$ cat config.mk
export PLATFORM = sky130hd
export DESIGN_NAME = mmio_timer_core_flat
export DESIGN_NICKNAME = d
export VERILOG_FILES = /design/src/rtl/mmio_timer_core_pkg.sv /design/src/rtl/mmio_timer_core_if.sv /design/src/rtl/mmio_timer_core_counter.sv /design/src/rtl/mmio_timer_core.sv /design/src/flat_wrapper.sv
export SDC_FILE = /design/constraint.sdc
export NUM_CORES = 1
export LEC_CHECK = 0
export CAP_MARGIN = 30
export CORE_MARGIN = 3
export CORE_UTILIZATION = 50
export DETAILED_ROUTE_END_ITERATION = 12
export PLACE_DENSITY = 0.72
export SYNTH_ARGS = -nofsm -noshare
export SYNTH_HDL_FRONTEND = slang
export SYNTH_HIERARCHICAL = 1
export SYNTH_SLANG_ARGS = --single-unit
export TNS_END_PERCENT = 1
$ cat constraint.sdc
create_clock -name aclk -period 6.32 [get_ports aclk]
set_input_delay 1.264 -clock aclk [delete_from_list [all_inputs] [get_ports aclk]]
set_output_delay 1.264 -clock aclk [all_outputs]
set_load 0.02 [all_outputs]
$ cat src/rtl/mmio_timer_core_pkg.sv
// Shared types and register map for the slot-0 MMIO timer.
package mmio_timer_core_pkg;

    typedef enum logic [1:0] {
        ST_IDLE,
        ST_WR_COMMIT,
        ST_WR_DONE,
        ST_RD_DONE
    } timer_state_t;

    localparam logic [7:0] TIMER_CTRL   = 8'h00;
    localparam logic [7:0] TIMER_CNT_LO = 8'h04;
    localparam logic [7:0] TIMER_CNT_HI = 8'h08;
    localparam logic [7:0] TIMER_CMP_LO = 8'h0C;
    localparam logic [7:0] TIMER_CMP_HI = 8'h10;
    localparam logic [7:0] TIMER_STATUS = 8'h14;
    localparam logic [7:0] TIMER_PRESC  = 8'h18;

    localparam int CTRL_EN          = 0;
    localparam int CTRL_CLR         = 1;
    localparam int CTRL_IRQ_EN      = 2;
    localparam int CTRL_AUTO_RELOAD = 3;

    typedef struct packed {
        logic slave_err;
        logic decode_err;
    } access_err_t;

    // Classifies an access: misaligned or unmapped offsets are decode errors,
    // writes to the read-only counter words are slave errors.
    function automatic access_err_t decode_access(input logic [7:0] addr, input logic is_write);
        access_err_t err;
        err = '0;
        if (addr[1:0] != 2'b00) begin
            err.decode_err = 1'b1;
        end else begin
            case (addr)
                TIMER_CTRL, TIMER_CMP_LO, TIMER_CMP_HI, TIMER_STATUS, TIMER_PRESC: ;
                TIMER_CNT_LO, TIMER_CNT_HI: err.slave_err = is_write;
                default: err.decode_err = 1'b1;
            endcase
        end
        return err;
    endfunction

endpackage

$ cat src/rtl/mmio_timer_core_if.sv
// Slot interface between the AXI4-Lite MMIO controller and one slot device.
interface mmio_timer_core_if;

    logic        cs;
    logic        read;
    logic        write;
    logic [7:0]  reg_addr;
    logic [31:0] wr_data;
    logic [31:0] rd_data;
    logic        wr_done;
    logic        rd_done;
    logic        idle;
    logic        slave_error;
    logic        decode_error;

    modport master (
        output cs, read, write, reg_addr, wr_data,
        input  rd_data, wr_done, rd_done, idle, slave_error, decode_error
    );

    modport slave (
        input  cs, read, write, reg_addr, wr_data,
        output rd_data, wr_done, rd_done, idle, slave_error, decode_error
    );

endinterface

$ cat src/rtl/mmio_timer_core_counter.sv
// Prescaler, 64-bit free-running counter and compare/match flag.
module mmio_timer_counter #(
    parameter int PRESC_W = 16
) (
    input  logic               aclk,
    input  logic               arst_n,
    input  logic               en,
    input  logic               clr,
    input  logic               auto_reload,
    input  logic               match_clr,
    input  logic [PRESC_W-1:0] presc,
    input  logic [63:0]        cmp,
    output logic [63:0]        count,
    output logic               match
);

    logic [PRESC_W-1:0] presc_cnt;
    logic               tick;
    logic               hit;

    assign tick = en && (presc_cnt == presc);
    assign hit  = tick && (count == cmp);

    // Prescaler runs 0..presc while enabled; clr restarts it from zero.
    always_ff @(posedge aclk or negedge arst_n) begin
        if (!arst_n) begin
            presc_cnt <= '0;
        end else if (clr) begin
            presc_cnt <= '0;
        end else if (en) begin
            if (presc_cnt == presc) begin
                presc_cnt <= '0;
            end else begin
                presc_cnt <= presc_cnt + 1'b1;
            end
        end
    end

    // Counter advances on each prescaler wrap; a match with auto_reload restarts it.
    always_ff @(posedge aclk or negedge arst_n) begin
        if (!arst_n) begin
            count <= '0;
        end else if (clr) begin
            count <= '0;
        end else if (hit && auto_reload) begin
            count <= '0;
        end else if (tick) begin
            count <= count + 64'd1;
        end
    end

    // Sticky match flag; a fresh match beats a simultaneous write-one-to-clear.
    always_ff @(posedge aclk or negedge arst_n) begin
        if (!arst_n) begin
            match <= 1'b0;
        end else if (hit) begin
            match <= 1'b1;
        end else if (match_clr) begin
            match <= 1'b0;
        end
    end

endmodule

$ cat src/rtl/mmio_timer_core.sv
// Slot-0 MMIO timer: access FSM and register file around the counter sub-module.
module mmio_timer_core
    import mmio_timer_core_pkg::*;
#(
    parameter int PRESC_W = 16
) (
    input  logic               aclk,
    input  logic               arst_n,
    mmio_timer_core_if.slave   bus,
    output logic               irq
);

    timer_state_t       state;
    timer_state_t       next_state;
    logic [7:0]         addr_q;
    logic               ctrl_en;
    logic               ctrl_irq_en;
    logic               ctrl_auto_reload;
    logic [63:0]        cmp;
    logic [PRESC_W-1:0] presc;
    logic [31:0]        shadow;
    logic [31:0]        rd_data_q;
    logic               slave_err_q;
    logic               decode_err_q;
    logic [63:0]        count;
    logic               match;

    logic               accept_wr;
    logic               accept_rd;
    logic               commit_ok;
    logic               clr_pulse;
    logic               match_clr;
    access_err_t        wr_err;
    access_err_t        rd_err;
    logic [31:0]        rd_mux;
    logic               wr_done_s;
    logic               rd_done_s;
    logic               idle_s;

    assign accept_wr = (state == ST_IDLE) && bus.cs && bus.write;
    assign accept_rd = (state == ST_IDLE) && bus.cs && bus.read && !bus.write;
    assign wr_err    = decode_access(addr_q, 1'b1);
    assign rd_err    = decode_access(bus.reg_addr, 1'b0);
    assign commit_ok = (state == ST_WR_COMMIT) && !wr_err.slave_err && !wr_err.decode_err;
    assign clr_pulse = commit_ok && (addr_q == TIMER_CTRL) && bus.wr_data[CTRL_CLR];
    assign match_clr = commit_ok && (addr_q == TIMER_STATUS) && bus.wr_data[0];
    assign irq       = match && ctrl_irq_en;

    mmio_timer_counter #(.PRESC_W(PRESC_W)) u_counter (
        .aclk        (aclk),
        .arst_n      (arst_n),
        .en          (ctrl_en),
        .clr         (clr_pulse),
        .auto_reload (ctrl_auto_reload),
        .match_clr   (match_clr),
        .presc       (presc),
        .cmp         (cmp),
        .count       (count),
        .match       (match)
    );

    // State register; reset aborts any transaction back to IDLE.
    always_ff @(posedge aclk or negedge arst_n) begin
        if (!arst_n) begin
            state <= ST_IDLE;
        end else begin
            state <= next_state;
        end
    end

    // Next-state logic; a write wins when both strobes arrive together.
    always_comb begin
        next_state = state;
        case (state)
            ST_IDLE: begin
                if (bus.cs && bus.write) begin
                    next_state = ST_WR_COMMIT;
                end else if (bus.cs && bus.read) begin
                    next_state = ST_RD_DONE;
                end
            end
            ST_WR_COMMIT: next_state = ST_WR_DONE;
            ST_WR_DONE: begin
                if (!bus.write) begin
                    next_state = ST_IDLE;
                end
            end
            ST_RD_DONE: begin
                if (!(bus.cs && bus.read)) begin
                    next_state = ST_IDLE;
                end
            end
            default: next_state = ST_IDLE;
        endcase
    end

    // Handshake outputs decoded from the current state.
    always_comb begin
        wr_done_s = 1'b0;
        rd_done_s = 1'b0;
        idle_s    = 1'b0;
        case (state)
            ST_IDLE:    idle_s    = 1'b1;
            ST_WR_DONE: wr_done_s = 1'b1;
            ST_RD_DONE: rd_done_s = 1'b1;
            default:    ;
        endcase
    end

    assign bus.wr_done      = wr_done_s;
    assign bus.rd_done      = rd_done_s;
    assign bus.idle         = idle_s;
    assign bus.rd_data      = rd_data_q;
    assign bus.slave_error  = slave_err_q;
    assign bus.decode_error = decode_err_q;

    // Read multiplexer on the live address; clr always reads back as zero.
    always_comb begin
        rd_mux = '0;
        case (bus.reg_addr)
            TIMER_CTRL:   rd_mux = {28'd0, ctrl_auto_reload, ctrl_irq_en, 1'b0, ctrl_en};
            TIMER_CNT_LO: rd_mux = count[31:0];
            TIMER_CNT_HI: rd_mux = shadow;
            TIMER_CMP_LO: rd_mux = cmp[31:0];
            TIMER_CMP_HI: rd_mux = cmp[63:32];
            TIMER_STATUS: rd_mux = {31'd0, match};
            TIMER_PRESC:  rd_mux = 32'(presc);
            default:      rd_mux = '0;
        endcase
    end

    // Write address is latched on accept so the data phase can follow a cycle later.
    always_ff @(posedge aclk or negedge arst_n) begin
        if (!arst_n) begin
            addr_q <= '0;
        end else if (accept_wr) begin
            addr_q <= bus.reg_addr;
        end
    end

    // Read data and error status stay put until the next access is accepted.
    always_ff @(posedge aclk or negedge arst_n) begin
        if (!arst_n) begin
            rd_data_q    <= '0;
            slave_err_q  <= 1'b0;
            decode_err_q <= 1'b0;
            shadow       <= '0;
        end else if (accept_wr) begin
            slave_err_q  <= 1'b0;
            decode_err_q <= 1'b0;
        end else if (accept_rd) begin
            rd_data_q    <= rd_mux;
            slave_err_q  <= rd_err.slave_err;
            decode_err_q <= rd_err.decode_err;
            if (bus.reg_addr == TIMER_CNT_LO) begin
                shadow <= count[63:32];
            end
        end else if (state == ST_WR_COMMIT) begin
            slave_err_q  <= wr_err.slave_err;
            decode_err_q <= wr_err.decode_err;
        end
    end

    // Configuration registers are updated only by an error-free write commit.
    always_ff @(posedge aclk or negedge arst_n) begin
        if (!arst_n) begin
            ctrl_en          <= 1'b0;
            ctrl_irq_en      <= 1'b0;
            ctrl_auto_reload <= 1'b0;
            cmp              <= 64'hFFFF_FFFF_FFFF_FFFF;
            presc            <= '0;
        end else if (commit_ok) begin
            case (addr_q)
                TIMER_CTRL: begin
                    ctrl_en          <= bus.wr_data[CTRL_EN];
                    ctrl_irq_en      <= bus.wr_data[CTRL_IRQ_EN];
                    ctrl_auto_reload <= bus.wr_data[CTRL_AUTO_RELOAD];
                end
                TIMER_CMP_LO: cmp[31:0]  <= bus.wr_data;
                TIMER_CMP_HI: cmp[63:32] <= bus.wr_data;
                TIMER_PRESC:  presc      <= bus.wr_data[PRESC_W-1:0];
                default:      ;
            endcase
        end
    end

endmodule

$ cat src/flat_wrapper.sv
// flat-port wrapper written by rule: the top's interface ports become plain ports
module mmio_timer_core_flat import mmio_timer_core_pkg::*;
#(
    parameter int PRESC_W = 16
)
  (aclk, arst_n, irq, bus_cs, bus_read, bus_write, bus_reg_addr, bus_wr_data, bus_rd_data, bus_wr_done, bus_rd_done, bus_idle, bus_slave_error, bus_decode_error);
  mmio_timer_core_if bus_i ();
  input  logic aclk;
  input  logic arst_n;
  output logic irq;
  input wire logic [$bits(bus_i.cs)-1:0] bus_cs;
  input wire logic [$bits(bus_i.read)-1:0] bus_read;
  input wire logic [$bits(bus_i.write)-1:0] bus_write;
  input wire logic [$bits(bus_i.reg_addr)-1:0] bus_reg_addr;
  input wire logic [$bits(bus_i.wr_data)-1:0] bus_wr_data;
  output wire logic [$bits(bus_i.rd_data)-1:0] bus_rd_data;
  output wire logic [$bits(bus_i.wr_done)-1:0] bus_wr_done;
  output wire logic [$bits(bus_i.rd_done)-1:0] bus_rd_done;
  output wire logic [$bits(bus_i.idle)-1:0] bus_idle;
  output wire logic [$bits(bus_i.slave_error)-1:0] bus_slave_error;
  output wire logic [$bits(bus_i.decode_error)-1:0] bus_decode_error;
  assign bus_i.cs = bus_cs;
  assign bus_i.read = bus_read;
  assign bus_i.write = bus_write;
  assign bus_i.reg_addr = bus_reg_addr;
  assign bus_i.wr_data = bus_wr_data;
  assign bus_rd_data = bus_i.rd_data;
  assign bus_wr_done = bus_i.wr_done;
  assign bus_rd_done = bus_i.rd_done;
  assign bus_idle = bus_i.idle;
  assign bus_slave_error = bus_i.slave_error;
  assign bus_decode_error = bus_i.decode_error;
  mmio_timer_core #(.PRESC_W(PRESC_W)) u_core (.aclk(aclk), .arst_n(arst_n), .bus(bus_i), .irq(irq));
endmodule
==> results.json <==
{
  "status": "completed",
  "fillers": 2069,
  "synth_nets": 1233,
  "worst_pin_slew_ns": 1.05,
  "vias_per_cell": 6.39,
  "clock_sinks": 240,
  "num-nets-final": 1283,
  "grt_busiest_layer": "met2",
  "synth_top_family_by_area": "simple AND/OR/NAND/NOR gates",
  "synth-async-reset-ratio": 1.00,
  "drtIter0Drc": 1121,
  "initial_core_util": 0.513,
  "area_growth_pct": 15.0,
  "p_clk_frac": 0.364,
  "syn-cell-area_sq_um": 13000,
  "synth_area_leaders": "dfrtp_1 34%, dfstp_2 13%, mux2_2 10%",
  "synth_top_area_share": 0.339,
  "cts_resized": 0,
  "r2r_cells": 8,
  "cellPowerDensity_nw_per_um2": 291,
  "crit_start": "bus_reg_addr[1]",
  "avgSynthCellArea_sq_um": 10.9,
  "synth_compound_area_frac": 0.131,
  "worstPathCellList": "clkdlybuf4s50_1, nor3_1, nand4_1, nor3_4, buf_4, mux2_2",
  "finalClockSkew_ns": 0.0166,
  "cts_tree": "yes",
  "yosysTopAreaCell": "dfrtp_1",
  "p_switching_mw": 1.22,
  "synth_xor_xnor_area_share": 0.0533,
  "irDropWorstVdd_uv": 209,
  "setup_viol": 0,
  "cpPeakStageDelay_ns": 0.84,
  "arrival_ns": 4.56,
  "synth_cells": 1186,
  "dp_hpwl_mm": 25.4,
  "grt_max_degree": 139,
  "io_buffers": 82,
  "cp_max_fo": 22,
  "grt_setup_unrepaired": "no",
  "yosys.area_share.simple": 0.158,
  "critPathSlowestCell": "nand4_1",
  "synth_flop_cell": "dfrtp_1",
  "grt_pass1_vias": 9774,
  "path_buf_inv": 2,
  "clk_path_buf_depth": 3,
  "max_freq_ghz": 0.241,
  "synth_edf_count": 0,
  "power_frac_comb": 0.166,
  "n_antenna_cell": 0,
  "reg2reg_to": "u_core/u_counter/count[61]",
  "cts_made_buffers": 27,
  "ys_ff_latch": 240,
  "maxSlewViolCount": 0,
  "coreArea_sq_um": 25300,
  "synth_cell_types": 73,
  "dr.pass1.iters": 6,
  "gr-usage-met3": 0.0408,
  "leakage_nw": 6.36,
  "path_class": "in2reg",
  "seq_power_share": 0.470,
  "gp_congestion": 0.933,
  "htree_levels": 1,
  "grt_overflow": 0,
  "drc": 0,
  "ctsHoldBuffers": 0,
  "hold_violations": 0,
  "path_clk_slew_ns": 0.06,
  "finalWirelength_mm": 36.4,
  "final_cell_mix": "176 x dfrtp_1, 118 x mux2_2, 80 x clkdlybuf4s50_1, 76 x nor2_1, 69 x nand2_1",
  "fp.dieH_um": 167,
  "synth_fa_ha_area_frac": 0.00193,
  "max_slew_margin": 0.298,
  "reg2reg_slack_ns": 2.37,
  "final_common_cell": "dfrtp_1",
  "p_int_mw": 3.13,
  "grt_pass1_wl_mm": 56.9,
  "end_kind": "register",
  "fin_crit_sh": 0.656,
  "r2r_start": "u_core/addr_q[1]",
  "required_ns": 6.73,
  "ys_warn_count": 6,
  "setup-tns-final_ns": 0,
  "num_rows": 58,
  "clk_latency_ns": 0.54,
  "die-area_sq_um": 27900,
  "wire_per_inst_um": 22.9,
  "io_pins": 83,
  "worstHoldPathType": "reg2reg",
  "die_x_um": 167,
  "switching_share": 0.280,
  "drv_cap": 0,
  "path_delay_family": "simple AND/OR/NAND/NOR gates",
  "cts_setup_buffers": 0,
  "crit_cells": 6,
  "final_antenna_net_count": 0,
  "antenna_found_initial": 0,
  "fin_crit_ns": 4.14,
  "root_buffer": "clkbuf_16",
  "use_met2": 0.398,
  "finalPower_mw": 4.34,
  "track_usage": 0.254,
  "post-route-util": 0.589,
  "grt_util_met1": 0.368,
  "ys_seq_area_frac": 0.469,
  "setup.worst_path.end": "u_core/shadow[26]",
  "vias": 10100,
  "yosys-mux-area-fraction": 0.152,
  "crit_path_start_kind": "input pin",
  "drive_gt1_frac": 0.238
}
==> sequential cells by signal, indices dropped and copies added, names as in the netlist <==
name                        flops
u_core/cmp                     64
u_core/bus.slave_error          1
u_core/u_counter/match          1
u_core/state                    2
u_core/addr_q                   8
u_core/bus.rd_data             32
u_core/presc                   16
u_core/shadow                  32
u_core/ctrl_en                  1
u_core/bus.decode_error         1
u_core/u_counter/count         64
u_core/ctrl_irq_en              1
u_core/ctrl_auto_reload         1
u_core/u_counter/presc_cnt     16
==> routing by layer <==
layer  up-vias  wire (um)
li1       4527          -
met1      5090      15900
met3        66       2820
met5         -          0
met4         0       1100
met2       452      16500
==> power groups by stage <==
stage	logic [mW]	clock network [mW]	registers, mW
floorplan	0.519	0	1.96
global placement	0.696	0	2.05
detailed placement	0.708	0	2.06
CTS	0.715	1.61	2.04
global route	0.777	1.67	2.06
finish	0.719	1.58	2.04
==> worst min-delay path, stage by stage, from the launching register on <==
cell and delay (ns):
dfrtp_1 0.34, nand2_1 0.05, o21ai_0 0.06
==> Yosys cell counts, types with 8 or more instances <==
cell and count:
dfrtp_1 176, mux2_4 30, a22oi_1 32, xnor2_1 29, nor2b_1 11, nand3_1 59
xor2_1 50, nor2_1 76, nor3_1 27, a221o_1 31, inv_1 29, nor4_1 12
o2bb2ai_1 10, a21oi_1 22, o221ai_1 8, a22o_1 20, nand2_1 69, and3_1 27
nand4_1 38, and2_1 9, a21o_1 15, mux2i_1 13, mux2_2 118, o21ai_0 20
o22ai_1 10, clkbuf_1 47, dfstp_2 64, buf_2 12
==> how the worst min path moves through the flow <==
stage / startpoint / endpoint / slack (ns) / cells after the start
2_1_floorplan: u_core/shadow[8] / u_core/shadow[8] / 0.46 / 1
3_3_place_gp: u_core/bus.rd_data[13] / u_core/bus.rd_data[13] / 0.47 / 2
3_5_place_dp: u_core/bus.rd_data[13] / u_core/bus.rd_data[13] / 0.47 / 2
4_1_cts: u_core/bus.rd_data[13] / u_core/bus.rd_data[13] / 0.48 / 2
5_1_grt: u_core/bus.rd_data[13] / u_core/bus.rd_data[13] / 0.51 / 2
6_report: u_core/bus.rd_data[13] / u_core/bus.rd_data[13] / 0.48 / 2
==> through the flow <==
| step | cell area (sq um) | hold slack [ns] | cells | setup slack [ns] |
|---|---|---|---|---|
| finish | 14900 | 0.481 | 1587 | 2.18 |
| global route | 14900 | 0.508 | 1587 | 2.03 |
| CTS | 14900 | 0.484 | 1587 | 2.22 |
| detailed placement | 14000 | 0.472 | 1537 | 1.67 |
| global placement | 14000 | 0.471 | 1537 | 1.76 |
| floorplan | 13000 | 0.457 | 1186 | 3.35 |
==> kinds of logic after synthesis <==
logic type / count (synthesis)
AO/OA/AOI/OAI: 219
XOR/XNOR: 79
adder cells (fa/ha/maj): 2
buffers and inverters: 103
flip-flops: 240
multiplexers: 165
AND/OR/NAND/NOR: 378
==> area by class of cell <==
class | instances | area, sq um | share of cell area
clock buffers | 40 | 805 | 0.0539
flip-flops and latches | 240 | 6090 | 0.408
inverters | 29 | 109 | 0.00729
clock inverters | 10 | 104 | 0.00696
well taps | 330 | 413 | 0.0277
multi-input cells | 843 | 6480 | 0.434
repair buffers | 95 | 931 | 0.0624
Power figures use the tool's default switching activity.
==> patch: new RTL, same flow settings <==
Make the reset (`arst_n`) synchronous in 7 clocked blocks.
--- a/src/rtl/mmio_timer_core_counter.sv
+++ b/src/rtl/mmio_timer_core_counter.sv
@@ -22,7 +22,7 @@
     assign hit  = tick && (count == cmp);
 
     // Prescaler runs 0..presc while enabled; clr restarts it from zero.
-    always_ff @(posedge aclk or negedge arst_n) begin
+    always_ff @(posedge aclk) begin
         if (!arst_n) begin
             presc_cnt <= '0;
         end else if (clr) begin
@@ -37,7 +37,7 @@
     end
 
     // Counter advances on each prescaler wrap; a match with auto_reload restarts it.
-    always_ff @(posedge aclk or negedge arst_n) begin
+    always_ff @(posedge aclk) begin
         if (!arst_n) begin
             count <= '0;
         end else if (clr) begin
@@ -50,7 +50,7 @@
     end
 
     // Sticky match flag; a fresh match beats a simultaneous write-one-to-clear.
-    always_ff @(posedge aclk or negedge arst_n) begin
+    always_ff @(posedge aclk) begin
         if (!arst_n) begin
             match <= 1'b0;
         end else if (hit) begin
--- a/src/rtl/mmio_timer_core.sv
+++ b/src/rtl/mmio_timer_core.sv
@@ -60,7 +60,7 @@
     );
 
     // State register; reset aborts any transaction back to IDLE.
-    always_ff @(posedge aclk or negedge arst_n) begin
+    always_ff @(posedge aclk) begin
         if (!arst_n) begin
             state <= ST_IDLE;
         end else begin
@@ -130,7 +130,7 @@
     end
 
     // Write address is latched on accept so the data phase can follow a cycle later.
-    always_ff @(posedge aclk or negedge arst_n) begin
+    always_ff @(posedge aclk) begin
         if (!arst_n) begin
             addr_q <= '0;
         end else if (accept_wr) begin
@@ -139,7 +139,7 @@
     end
 
     // Read data and error status stay put until the next access is accepted.
-    always_ff @(posedge aclk or negedge arst_n) begin
+    always_ff @(posedge aclk) begin
         if (!arst_n) begin
             rd_data_q    <= '0;
             slave_err_q  <= 1'b0;
@@ -162,7 +162,7 @@
     end
 
     // Configuration registers are updated only by an error-free write commit.
-    always_ff @(posedge aclk or negedge arst_n) begin
+    always_ff @(posedge aclk) begin
         if (!arst_n) begin
             ctrl_en          <= 1'b0;
             ctrl_irq_en      <= 1'b0;
Behaviour: differs if arst_n is asserted again (counterexample within 4 cycles, from zero or initial values and one cycle with arst_n low); with arst_n held inactive, the same outputs for 4 cycles.
==> patch against the unedited design <==
  * Die area decreased by 10%
  * Synthesized area fell by 10%
  * Worst setup slack improved by 0.34 ns
  * Final area decreased by 9.5%
  * Sequential cell count stayed put
  * First-iteration DRC count rose by 6.0%
  * Routed wire length is 2.4% lower
  * Critical endpoint is now u_core/shadow[4]
  * Largest cell class unchanged
Power is not compared: it rests on default switching activity, and its combinational part moved more than twofold at a synthesized area within 25%.
==> patch: results <==
metrics = {
    "run_status": {
        "outcome": "completed",
    },
    "detailed_routing": {
        "wl_met1_mm": 15.20,
        "viasPerCell": 6.022,
        "drt-wirelength-per-cell_um": 19.70,
        "drt_iter0_drc": 1188,
        "drtPass1Iterations": 5,
        "vias": 10850,
        "route.top_layer_used": "met4",
        "wl_met2_mm": 16.18,
        "dr_wl_met3_mm": 2.976,
    },
    "yosys": {
        "synth-main-ff-cell": "dfxtp_1",
        "ys_seq_area_frac": 0.4127,
        "synthArstFlopShare": 0,
        "avgSynthCellArea_sq_um": 8.056,
        "synth-warning-count": 6,
        "ys_types": 60,
        "synthTopCellsByCount": "nand2_1, dfxtp_1, xnor2_1",
        "synth_area_leaders": "dfxtp_1, nand2_1, xnor2_1",
    },
    "finish": {
        "drive_above_1_share": 0.06246,
        "diodes": 0,
        "fill_cells": 2038,
        "finalNetCount": 1516,
        "reg_top3": "u_core/cmp: 64 flops, u_core/u_counter/count: 64 flops",
    },
    "clock_tree": {
        "root_buffer": "clkbuf_16",
        "cts.clk_slew.worst_paths_ns": 0.06,
        "post_cts_resized": 0,
        "clk_latency_ns": 0.53,
        "cts_buffer_depth": 3,
        "cts_buffers": 26,
        "cts-htree-levels": 1,
        "postCtsSetupRepairBufs": 0,
    },
    "placement": {
        "place.port_buffers": 82,
        "place.gp.congestion": 0.8993,
        "hpwlAfterDp_mm": 24.18,
    },
    "worst_setup_path": {
        "rrSetupSlack_ns": 2.97,
        "cp_max_fo": 55,
        "cp.arrival_ns": 4.18,
    },
    "global_routing": {
        "antenna_found_initial": 0,
        "grt_pass1_vias": 10020,
        "grt_pass1_wl_mm": 55.41,
        "track_usage": 0.2782,
        "grt_max_degree": 73,
    },
    "power_and_ir_drop": {
        "ir_worst_vdd_v": 0.0001611,
        "p_leak_uw": 0.004676,
    },
    "timing": {
        "slew-limit-headroom": 0.3790,
        "fin_tns_setup_ns": 0,
        "holdWs_ns": 0.4535,
        "skew_ns": 0.006641,
    },
    "worst_hold_path": {
        "worst_hold_path_type": "flip-flop to flip-flop",
    },
}
-- patch: cell count changes after synthesis, sizes merged, moves of 70 or more --
cell / unedited run / this run
dfxtp: 0 / 240
nand2: 69 / 301
dfrtp: 176 / 0
mux2: 150 / 2
xnor2: 29 / 118
a21oi: 22 / 92
-- patch: final timing paths --
kind | cells after the start | endpoint | startpoint
setup / recovery | 8 | u_core/shadow[4] | bus_cs
hold / removal | 2 | u_core/shadow[17] | u_core/shadow[17]
setup reg to reg | 7 | u_core/u_counter/count[56] | u_core/u_counter/count[1]
hold reg to reg | 2 | u_core/shadow[17] | u_core/shadow[17]
-- patch: stage by stage --
step                worst slack, ns  cell area (sq um)
floorplan                     3.219              11640
global placement              1.993              12560
detailed placement            2.036              12580
CTS                           2.573              13490
global route                  2.445              13500
finish                        2.518              13500
-- patch: power breakdown --
| part | internal, uW | switching [uW] | total (uW) |
|---|---|---|---|
| sequential | 1520 | 10.9 | 1530 |
| combinational | 63.3 | 109 | 173 |
| clock | 1000 | 615 | 1620 |
| total | 2590 | 735 | 3320 |
-- patch: cells by family (layout without fill, tap and decap cells) --
| kind of cell | Yosys count | after routing | share of synthesized area |
|---|---|---|---|
| xor+xnor | 141 | 141 | 0.1061 |
| mux | 23 | 23 | 0.02107 |
| simple gates | 678 | 678 | 0.2800 |
| buf+inv | 126 | 170 | 0.04622 |
| compound gates | 235 | 235 | 0.1318 |
| flops | 240 | 240 | 0.4127 |
| fa+ha+maj | 2 | 2 | 0.002149 |
-- patch: per-layer routing --
layer | vias up | global-route usage
met1 | 5233 | 0.3835
met3 | 75 | 0.05164
met2 | 443 | 0.4428
met5 | - | 0
li1 | 5100 | -
met4 | 0 | 0.08890
-- patch: critical path, cell delays in order --
cell and delay [ns]:
clkdlybuf4s50_1 0.52, nand2_1 0.13, or4_2 0.54, buf_4 0.33, or4_1 0.93, buf_8 0.30
nand2_1 0.08, a21oi_1 0.06
-- patch: cell type report --
| class | instances | area share |
|---|---|---|
| Clock buffer | 39 | 0.05708 |
| Timing Repair Buffer | 104 | 0.07302 |
| Sequential cell | 240 | 0.3559 |
| Inverter | 18 | 0.005004 |
| Tap cell | 313 | 0.02901 |
| Multi-Input combinational cell | 1079 | 0.4693 |
| Clock inverter | 9 | 0.01075 |
